## src/rtl/psram_pkg.sv

```systemverilog
`default_nettype none
// ============================================================================
// Module      : psram_pkg
// Description : Shared types and constants for the PSRAM request sequencer:
//               read_write codes, QPI command bytes, FSM state encoding and
//               the request record held in the request FIFO.
// Revision    : 1.0 - initial release
// ============================================================================
package psram_pkg;

   // read_write codes understood by the PSRAM top
   localparam logic [1:0] RW_IDLE  = 2'd0;
   localparam logic [1:0] RW_WRITE = 2'd1;
   localparam logic [1:0] RW_READ  = 2'd2;

   // QPI command bytes issued by the PSRAM top for each transfer type
   localparam logic [7:0] CMD_READ  = 8'hEB;
   localparam logic [7:0] CMD_WRITE = 8'h02;

   // Sequencer FSM states
   typedef enum logic [2:0] {
      ST_WAIT_INIT = 3'd0,
      ST_IDLE      = 3'd1,
      ST_ISSUE     = 3'd2,
      ST_WAIT_END  = 3'd3,
      ST_DONE      = 3'd4,
      ST_GAP       = 3'd5
   } seq_state_e;

   // One buffered request: {we, addr, wdata} = 40 bits
   typedef struct packed {
      logic        we;
      logic [22:0] addr;
      logic [15:0] wdata;
   } req_t;

   localparam int REQ_W = $bits(req_t);

   // Map a write-enable onto the PSRAM top read_write code
   function automatic logic [1:0] rw_code(input logic we);
      return we ? RW_WRITE : RW_READ;
   endfunction

endpackage
`default_nettype wire

```

## src/rtl/psram_req_sequencer_if.sv

```systemverilog
`default_nettype none
// ============================================================================
// Module      : psram_req_sequencer_if
// Description : Bundle of the client request/response port and the PSRAM top
//               command port. 'master' is the sequencer view, 'slave' the
//               view of the client plus PSRAM top around it.
// Revision    : 1.0 - initial release
// ============================================================================
interface psram_req_sequencer_if;

   // client request / response side
   logic        req_valid;
   logic        req_ready;
   logic        req_we;
   logic [22:0] req_addr;
   logic [15:0] req_wdata;
   logic        rsp_valid;
   logic [15:0] rsp_rdata;
   logic        err_timeout;
   logic        busy;

   // PSRAM top side
   logic        qpi_on;
   logic        endcommand;
   logic [15:0] data_out;
   logic [23:0] address;
   logic [1:0]  read_write;
   logic        quad_start;
   logic [15:0] data_in;

   modport master (
      input  req_valid, req_we, req_addr, req_wdata,
      input  qpi_on, endcommand, data_out,
      output req_ready, rsp_valid, rsp_rdata, err_timeout, busy,
      output address, read_write, quad_start, data_in
   );

   modport slave (
      output req_valid, req_we, req_addr, req_wdata,
      output qpi_on, endcommand, data_out,
      input  req_ready, rsp_valid, rsp_rdata, err_timeout, busy,
      input  address, read_write, quad_start, data_in
   );

endinterface
`default_nettype wire

```

## src/rtl/psram_req_fifo.sv

```systemverilog
`default_nettype none
// ============================================================================
// Module      : psram_req_fifo
// Description : Synchronous request FIFO. First-word-fall-through read port
//               (dout shows the head entry). Simultaneous push and pop is
//               accepted when full; a push into a full FIFO without a pop is
//               dropped. DEPTH must be a power of two so pointers wrap free.
// Revision    : 1.0 - initial release
// ============================================================================
module psram_req_fifo #(
   parameter int DEPTH = 4,
   parameter int WIDTH = 40
) (
   input  wire logic             clk,
   input  wire logic             rst_n,
   input  wire logic             push,
   input  wire logic             pop,
   input  wire logic [WIDTH-1:0] din,
   output logic                  full,
   output logic                  empty,
   output logic [WIDTH-1:0]      dout
);

   localparam int AW = (DEPTH > 1) ? $clog2(DEPTH) : 1;

   logic [AW-1:0]    wr_ptr_q, wr_ptr_d;
   logic [AW-1:0]    rd_ptr_q, rd_ptr_d;
   logic [AW:0]      count_q,  count_d;
   logic [WIDTH-1:0] mem_q [DEPTH];
   logic [WIDTH-1:0] mem_d [DEPTH];
   logic             push_ok;
   logic             pop_ok;

   assign full  = (count_q == (AW+1)'(DEPTH));
   assign empty = (count_q == '0);
   assign dout  = mem_q[rd_ptr_q];

   // Pointer/count update; a pop frees the slot a same-cycle push may use
   always_comb begin
      pop_ok   = pop && !empty;
      push_ok  = push && (!full || pop_ok);
      wr_ptr_d = wr_ptr_q;
      rd_ptr_d = rd_ptr_q;
      count_d  = count_q;
      mem_d    = mem_q;
      if (push_ok) begin
         mem_d[wr_ptr_q] = din;
         wr_ptr_d        = wr_ptr_q + AW'(1);
      end
      if (pop_ok) begin
         rd_ptr_d = rd_ptr_q + AW'(1);
      end
      case ({push_ok, pop_ok})
         2'b10:   count_d = count_q + (AW+1)'(1);
         2'b01:   count_d = count_q - (AW+1)'(1);
         default: count_d = count_q;
      endcase
   end

   // Control state: reset empties the FIFO
   always_ff @(posedge clk) begin
      if (!rst_n) begin
         wr_ptr_q <= '0;
         rd_ptr_q <= '0;
         count_q  <= '0;
      end else begin
         wr_ptr_q <= wr_ptr_d;
         rd_ptr_q <= rd_ptr_d;
         count_q  <= count_d;
      end
   end

   // Storage array: contents are don't-care until written, so no reset
   always_ff @(posedge clk) begin
      mem_q <= mem_d;
   end

endmodule
`default_nettype wire

```

## src/rtl/psram_req_sequencer.sv

```systemverilog
`default_nettype none
// ============================================================================
// Module      : psram_req_sequencer
// Description : Client-side sequencer for the PSRAM top. Buffers word
//               requests, issues each as a one-cycle quad_start with stable
//               address/read_write/data_in, waits for endcommand (or times
//               out), returns read data and enforces a CE-high gap.
// Revision    : 1.0 - initial release
// ============================================================================
module psram_req_sequencer
   import psram_pkg::*;
#(
   parameter int FIFO_DEPTH     = 4,
   parameter int TIMEOUT_CYCLES = 64,
   parameter int GAP_CYCLES     = 2
) (
   input  wire logic              mem_clk,
   input  wire logic              rst_n,
   psram_req_sequencer_if.master  bus
);

   localparam int TW = $clog2(TIMEOUT_CYCLES + 1);
   localparam int GW = $clog2(GAP_CYCLES + 1);
   localparam logic [TW-1:0] TIMER_LAST = TW'(TIMEOUT_CYCLES - 1);
   localparam logic [GW-1:0] GAP_LAST   = GW'(GAP_CYCLES - 1);

   seq_state_e        state_q, state_d;
   logic [TW-1:0]     timer_q, timer_d;
   logic [GW-1:0]     gap_q,   gap_d;
   logic [23:0]       addr_q,  addr_d;
   logic [1:0]        rw_q,    rw_d;
   logic [15:0]       wdata_q, wdata_d;
   logic              rsp_valid_q, rsp_valid_d;
   logic [15:0]       rsp_rdata_q, rsp_rdata_d;
   logic              err_q,   err_d;

   logic              fifo_push;
   logic              fifo_pop;
   logic              fifo_full;
   logic              fifo_empty;
   logic [REQ_W-1:0]  fifo_dout;
   req_t              new_req;
   req_t              head;

   assign new_req   = '{we: bus.req_we, addr: bus.req_addr, wdata: bus.req_wdata};
   assign head      = fifo_dout;
   assign fifo_push = bus.req_valid && bus.req_ready;

   psram_req_fifo #(
      .DEPTH (FIFO_DEPTH),
      .WIDTH (REQ_W)
   ) u_fifo (
      .clk   (mem_clk),
      .rst_n (rst_n),
      .push  (fifo_push),
      .pop   (fifo_pop),
      .din   (new_req),
      .full  (fifo_full),
      .empty (fifo_empty),
      .dout  (fifo_dout)
   );

   // Client and PSRAM-facing outputs
   assign bus.req_ready   = (state_q != ST_WAIT_INIT) && !fifo_full;
   assign bus.quad_start  = (state_q == ST_ISSUE);
   assign bus.address     = addr_q;
   assign bus.read_write  = rw_q;
   assign bus.data_in     = wdata_q;
   assign bus.rsp_valid   = rsp_valid_q;
   assign bus.rsp_rdata   = rsp_rdata_q;
   assign bus.err_timeout = err_q;
   assign bus.busy        = ((state_q != ST_IDLE) && (state_q != ST_WAIT_INIT)) || !fifo_empty;

   // Next-state and datapath: one transaction at a time, endcommand only
   // honoured while waiting for it
   always_comb begin
      state_d     = state_q;
      timer_d     = timer_q;
      gap_d       = gap_q;
      addr_d      = addr_q;
      rw_d        = rw_q;
      wdata_d     = wdata_q;
      rsp_valid_d = 1'b0;
      rsp_rdata_d = rsp_rdata_q;
      err_d       = err_q;
      fifo_pop    = 1'b0;

      case (state_q)
         ST_WAIT_INIT: begin
            if (bus.qpi_on) begin
               state_d = ST_IDLE;
            end
         end
         ST_IDLE: begin
            if (!bus.qpi_on) begin
               // queued requests stay buffered until the PSRAM is back
               state_d = ST_WAIT_INIT;
            end else if (!fifo_empty) begin
               fifo_pop = 1'b1;
               addr_d   = {1'b0, head.addr};
               rw_d     = rw_code(head.we);
               wdata_d  = head.wdata;
               state_d  = ST_ISSUE;
            end
         end
         ST_ISSUE: begin
            timer_d = '0;
            state_d = ST_WAIT_END;
         end
         ST_WAIT_END: begin
            if (bus.endcommand) begin
               // read data is captured with endcommand so it lines up with rsp_valid
               if (rw_q == RW_READ) begin
                  rsp_valid_d = 1'b1;
                  rsp_rdata_d = bus.data_out;
               end
               state_d = ST_DONE;
            end else if (timer_q == TIMER_LAST) begin
               err_d   = 1'b1;
               rw_d    = RW_IDLE;
               gap_d   = '0;
               state_d = ST_GAP;
            end else begin
               timer_d = timer_q + TW'(1);
            end
         end
         ST_DONE: begin
            rw_d    = RW_IDLE;
            gap_d   = '0;
            state_d = ST_GAP;
         end
         ST_GAP: begin
            if (gap_q == GAP_LAST) begin
               state_d = ST_IDLE;
            end else begin
               gap_d = gap_q + GW'(1);
            end
         end
         default: begin
            state_d = ST_WAIT_INIT;
         end
      endcase
   end

   // State and output registers
   always_ff @(posedge mem_clk) begin
      if (!rst_n) begin
         state_q     <= ST_WAIT_INIT;
         timer_q     <= '0;
         gap_q       <= '0;
         addr_q      <= '0;
         rw_q        <= RW_IDLE;
         wdata_q     <= '0;
         rsp_valid_q <= 1'b0;
         rsp_rdata_q <= '0;
         err_q       <= 1'b0;
      end else begin
         state_q     <= state_d;
         timer_q     <= timer_d;
         gap_q       <= gap_d;
         addr_q      <= addr_d;
         rw_q        <= rw_d;
         wdata_q     <= wdata_d;
         rsp_valid_q <= rsp_valid_d;
         rsp_rdata_q <= rsp_rdata_d;
         err_q       <= err_d;
      end
   end

endmodule
`default_nettype wire

```

## src/flat_wrapper.sv

```systemverilog
// flat-port wrapper written by rule: the top's interface ports become plain ports
module psram_req_sequencer_flat import psram_pkg::*;
#(
   parameter int FIFO_DEPTH     = 4,
   parameter int TIMEOUT_CYCLES = 64,
   parameter int GAP_CYCLES     = 2
)
  (mem_clk, rst_n, bus_req_valid, bus_req_we, bus_req_addr, bus_req_wdata, bus_qpi_on, bus_endcommand, bus_data_out, bus_req_ready, bus_rsp_valid, bus_rsp_rdata, bus_err_timeout, bus_busy, bus_address, bus_read_write, bus_quad_start, bus_data_in);
  psram_req_sequencer_if bus_i ();
  input  wire logic mem_clk;
  input  wire logic rst_n;
  input wire logic [$bits(bus_i.req_valid)-1:0] bus_req_valid;
  input wire logic [$bits(bus_i.req_we)-1:0] bus_req_we;
  input wire logic [$bits(bus_i.req_addr)-1:0] bus_req_addr;
  input wire logic [$bits(bus_i.req_wdata)-1:0] bus_req_wdata;
  input wire logic [$bits(bus_i.qpi_on)-1:0] bus_qpi_on;
  input wire logic [$bits(bus_i.endcommand)-1:0] bus_endcommand;
  input wire logic [$bits(bus_i.data_out)-1:0] bus_data_out;
  output wire logic [$bits(bus_i.req_ready)-1:0] bus_req_ready;
  output wire logic [$bits(bus_i.rsp_valid)-1:0] bus_rsp_valid;
  output wire logic [$bits(bus_i.rsp_rdata)-1:0] bus_rsp_rdata;
  output wire logic [$bits(bus_i.err_timeout)-1:0] bus_err_timeout;
  output wire logic [$bits(bus_i.busy)-1:0] bus_busy;
  output wire logic [$bits(bus_i.address)-1:0] bus_address;
  output wire logic [$bits(bus_i.read_write)-1:0] bus_read_write;
  output wire logic [$bits(bus_i.quad_start)-1:0] bus_quad_start;
  output wire logic [$bits(bus_i.data_in)-1:0] bus_data_in;
  assign bus_i.req_valid = bus_req_valid;
  assign bus_i.req_we = bus_req_we;
  assign bus_i.req_addr = bus_req_addr;
  assign bus_i.req_wdata = bus_req_wdata;
  assign bus_i.qpi_on = bus_qpi_on;
  assign bus_i.endcommand = bus_endcommand;
  assign bus_i.data_out = bus_data_out;
  assign bus_req_ready = bus_i.req_ready;
  assign bus_rsp_valid = bus_i.rsp_valid;
  assign bus_rsp_rdata = bus_i.rsp_rdata;
  assign bus_err_timeout = bus_i.err_timeout;
  assign bus_busy = bus_i.busy;
  assign bus_address = bus_i.address;
  assign bus_read_write = bus_i.read_write;
  assign bus_quad_start = bus_i.quad_start;
  assign bus_data_in = bus_i.data_in;
  psram_req_sequencer #(.FIFO_DEPTH(FIFO_DEPTH), .TIMEOUT_CYCLES(TIMEOUT_CYCLES), .GAP_CYCLES(GAP_CYCLES)) u_core (.mem_clk(mem_clk), .rst_n(rst_n), .bus(bus_i));
endmodule
```

## config.mk

```make
export PLATFORM = sky130hd
export DESIGN_NAME = psram_req_sequencer_flat
export DESIGN_NICKNAME = d
export VERILOG_FILES = /design/src/rtl/psram_pkg.sv /design/src/rtl/psram_req_sequencer_if.sv /design/src/rtl/psram_req_fifo.sv /design/src/rtl/psram_req_sequencer.sv /design/src/flat_wrapper.sv
export SDC_FILE = /design/constraint.sdc
export NUM_CORES = 1
export LEC_CHECK = 0
export CORE_UTILIZATION = 50
export DETAILED_ROUTE_END_ITERATION = 12
export MAX_ROUTING_LAYER = met4
export PLACE_DENSITY_LB_ADDON = 0.08
export SLEW_MARGIN = 40
export SYNTH_ARGS = -nofsm -noshare
export SYNTH_HDL_FRONTEND = slang
export SYNTH_SLANG_ARGS = --single-unit
```

## constraint.sdc

```tcl
create_clock -name mem_clk -period 3.55 [get_ports mem_clk]
set_input_delay 0.71 -clock mem_clk [delete_from_list [all_inputs] [get_ports mem_clk]]
set_output_delay 0.71 -clock mem_clk [all_outputs]
set_load 0.005 [all_outputs]
```

==> results.ini <==
[synthesis]
async_flop_share = 0
synth_edf_count = 160
mappedNetlistArea_um2 = 8960
ys_ff_latch = 238
netlist.top_cell.by_area = edfxtp_1
synthCells = 610
yosys.cell_count.top_type = edfxtp_1
synth_warnings = 0
syn_nets = 679
ys.flop_type = edfxtp_1
syn_area_per_cell_um2 = 14.7
yosysTopAreaCellShare = 0.536
synth_seq_area_share = 0.711
synthTopCellsByArea = edfxtp_1, dfxtp_1, mux4_2
synth_commonest_cells = edfxtp_1, nand2_1, dfxtp_1
synth_cell_types = 46

[clock_tree]
htree_levels = 1
cts_tree = built
insertion_delay_ps = 500
cts_setup_buffers = 0
ctsRootBufferMaster = clkbuf_16
cts_inserted_buffers = 24
cts.repair.resized = 0
cts.hold.buffers_added = 0
clock-sinks = 238
path_clk_slew_ps = 60
cts.path.max_buffers = 3

[floorplan]
row_count = 48
dieHeight_um = 136
io_pins = 124
dieWidth_um = 136
start_util = 0.514
die_area_um2 = 18500
coreArea_um2 = 17400

[timing]
maxSlewHeadroom = 0.573
min_period_ps = 2740
grt_setup_unrepaired = no
hold_viol = 0
setup_viol_count_final = 0
max_freq_mhz = 365
finalMaxSlewViolations = 0
clock_skew_ps = 7.11
setup_tns_ps = 0
fin_crit_sh = 0.773
hold_ws_ps = 452
max_slew.worst_pin.slew_ps = 639

[placed_design]
dp_hpwl_um = 10400
gp_congestion = 0.829
placed_area_um2 = 10500
portBuffers = 122
dp.cells = 933

[routing]
dr_total_vias = 5261
drtAntennaViolNets = 0
routed_wl_um = 17200
first_iter_violations = 215
vias_per_cell = 5.38
drcViolationCount = 0
firstDrtPassIters = 5
routedWlPerCell_um = 17.6

[global_route]
antenna_found_initial = 0
grt_pass1_wl_um = 27500
grt_max_degree = 44
grtUsageTotal = 0.200
grt_pass1_vias = 5372
gr-total-overflow = 0

[status]
outcome = complete, no violations

[flow_run]
cap_violations = 0

[layout]
postLayoutCellArea_um2 = 11200
fin_util = 0.645
drive_gt1_frac = 0.135
diodes = 0
multiInputGateArea_um2 = 2400
filler_cell_count = 1287
layout.nets = 804
instances_no_fill = 978
area_growth_pct = 25.4
ff_latch_area_um2 = 6370

[worst_hold_path]
hp-class = flop to flop

[power]
vdd_ir_drop_max_v = 0.000434
power_density_nw_per_um2 = 611
leakage_nw = 3.60

[worst_setup_path]
worst-endpoint-arrival_ps = 2030
end_kind = primary output
r2r_slack_ps = 1030
required_ps = 2840
crit_type = flop to primary output
cp_max_fo = 16
startpoint_type = flop

registers in the layout, indices dropped and copies added, names as in the netlist, 2 cells and up:
register and count:
u_core.timer_q 7, u_core.bus.address 23, u_core.bus.data_in 16, u_core.u_fifo.wr_ptr_q 2, u_core.u_fifo.mem_q 160, u_core.state_q 3, u_core.u_fifo.count_q 3, u_core.gap_q 2
u_core.bus.rsp_rdata 16, u_core.u_fifo.rd_ptr_q 2, u_core.bus.read_write 2
critical path: stages, from the launching register on:
cell and delay [ps]:
dfxtp_1 660, nor3_1 170, a21oi_1 180, clkdlybuf4s50_1 520
where the power goes:
part / total [mW] / internal [mW] / switching (mW)
clock: 2.44 / 1.43 / 1.00
sequential: 3.42 / 3.26 / 0.155
combinational: 1.01 / 0.513 / 0.493
placed cells by master, fill, tap and decap left out, types with 2 or more instances in the layout:
cell type and count:
edfxtp_1 160, mux4_2 40, and2_2 4, clkbuf_1 4, nor3b_1 2, buf_4 6
nand2b_1 5, xor2_1 2, inv_2 2, xnor2_1 5, bufinv_16 2, ha_1 7
mux2i_1 5, buf_12 5, clkinv_2 7, nor2_1 20, or3_1 4, nor3_1 8
a21oi_1 65, clkbuf_16 25, o21ai_0 2, clkinv_1 3, nand2_1 123, nand4b_1 2
clkinvlp_4 2, a211oi_1 2, or4_1 2, inv_1 11, nand3_1 7, clkdlybuf4s50_1 122
dfxtp_1 76
through the flow:
step | power [mW] | worst slack [ps]
after floorplan | 4.07 | 905
after global placement | 4.44 | 708
after detailed placement | 4.50 | 636
after CTS | 6.94 | 777
after global routing | 7.16 | 665
final | 6.86 | 807
path summary, 6_finish.rpt:
| check | end | depth (start not counted) | start |
|---|---|---|---|
| hold / removal | u_core.bus.address[11]$_SDFFE_PN0N_ | 2 | u_core.bus.address[11]$_SDFFE_PN0N_ |
| setup reg to reg | u_core.u_fifo.count_q[2]$_SDFFE_PN0P_ | 9 | u_core.state_q[2]$_SDFFE_PN0P_ |
| setup / recovery | bus_req_ready | 3 | u_core.state_q[2]$_SDFFE_PN0P_ |
| hold reg to reg | u_core.bus.address[11]$_SDFFE_PN0N_ | 2 | u_core.bus.address[11]$_SDFFE_PN0N_ |
layer usage:
| layer | wire (um) | GRT usage | vias up |
|---|---|---|---|
| met3 | 857 | 0.0350 | 26 |
| met4 | 265 | 0.0524 | 0 |
| met2 | 8790 | 0.340 | 139 |
| met1 | 7280 | 0.247 | 2603 |
| li1 | - | - | 2493 |
| met5 | 0 | - | - |
area by class of cell:
| type | instances | area share |
|---|---|---|
| sequential | 238 | 0.567 |
| tap | 225 | 0.0251 |
| timing repair buffer | 133 | 0.122 |
| inverter | 13 | 0.00434 |
| multi-input combinational | 325 | 0.213 |
| clock buffer | 29 | 0.0570 |
| clock inverter | 15 | 0.0116 |
logic make-up after synthesis:
group	Yosys count	share of synthesized area
and+or+nand+nor	188	0.0946
DFF	238	0.711
AOI/OAI and AO/OA	76	0.0469
adders and majority gates	8	0.0120
buffers and inverters	47	0.0222
other	1	0.000419
xor gates and xnor gates	7	0.00685
muxes	45	0.106
Note: power is estimated with default switching activity, not from simulation.
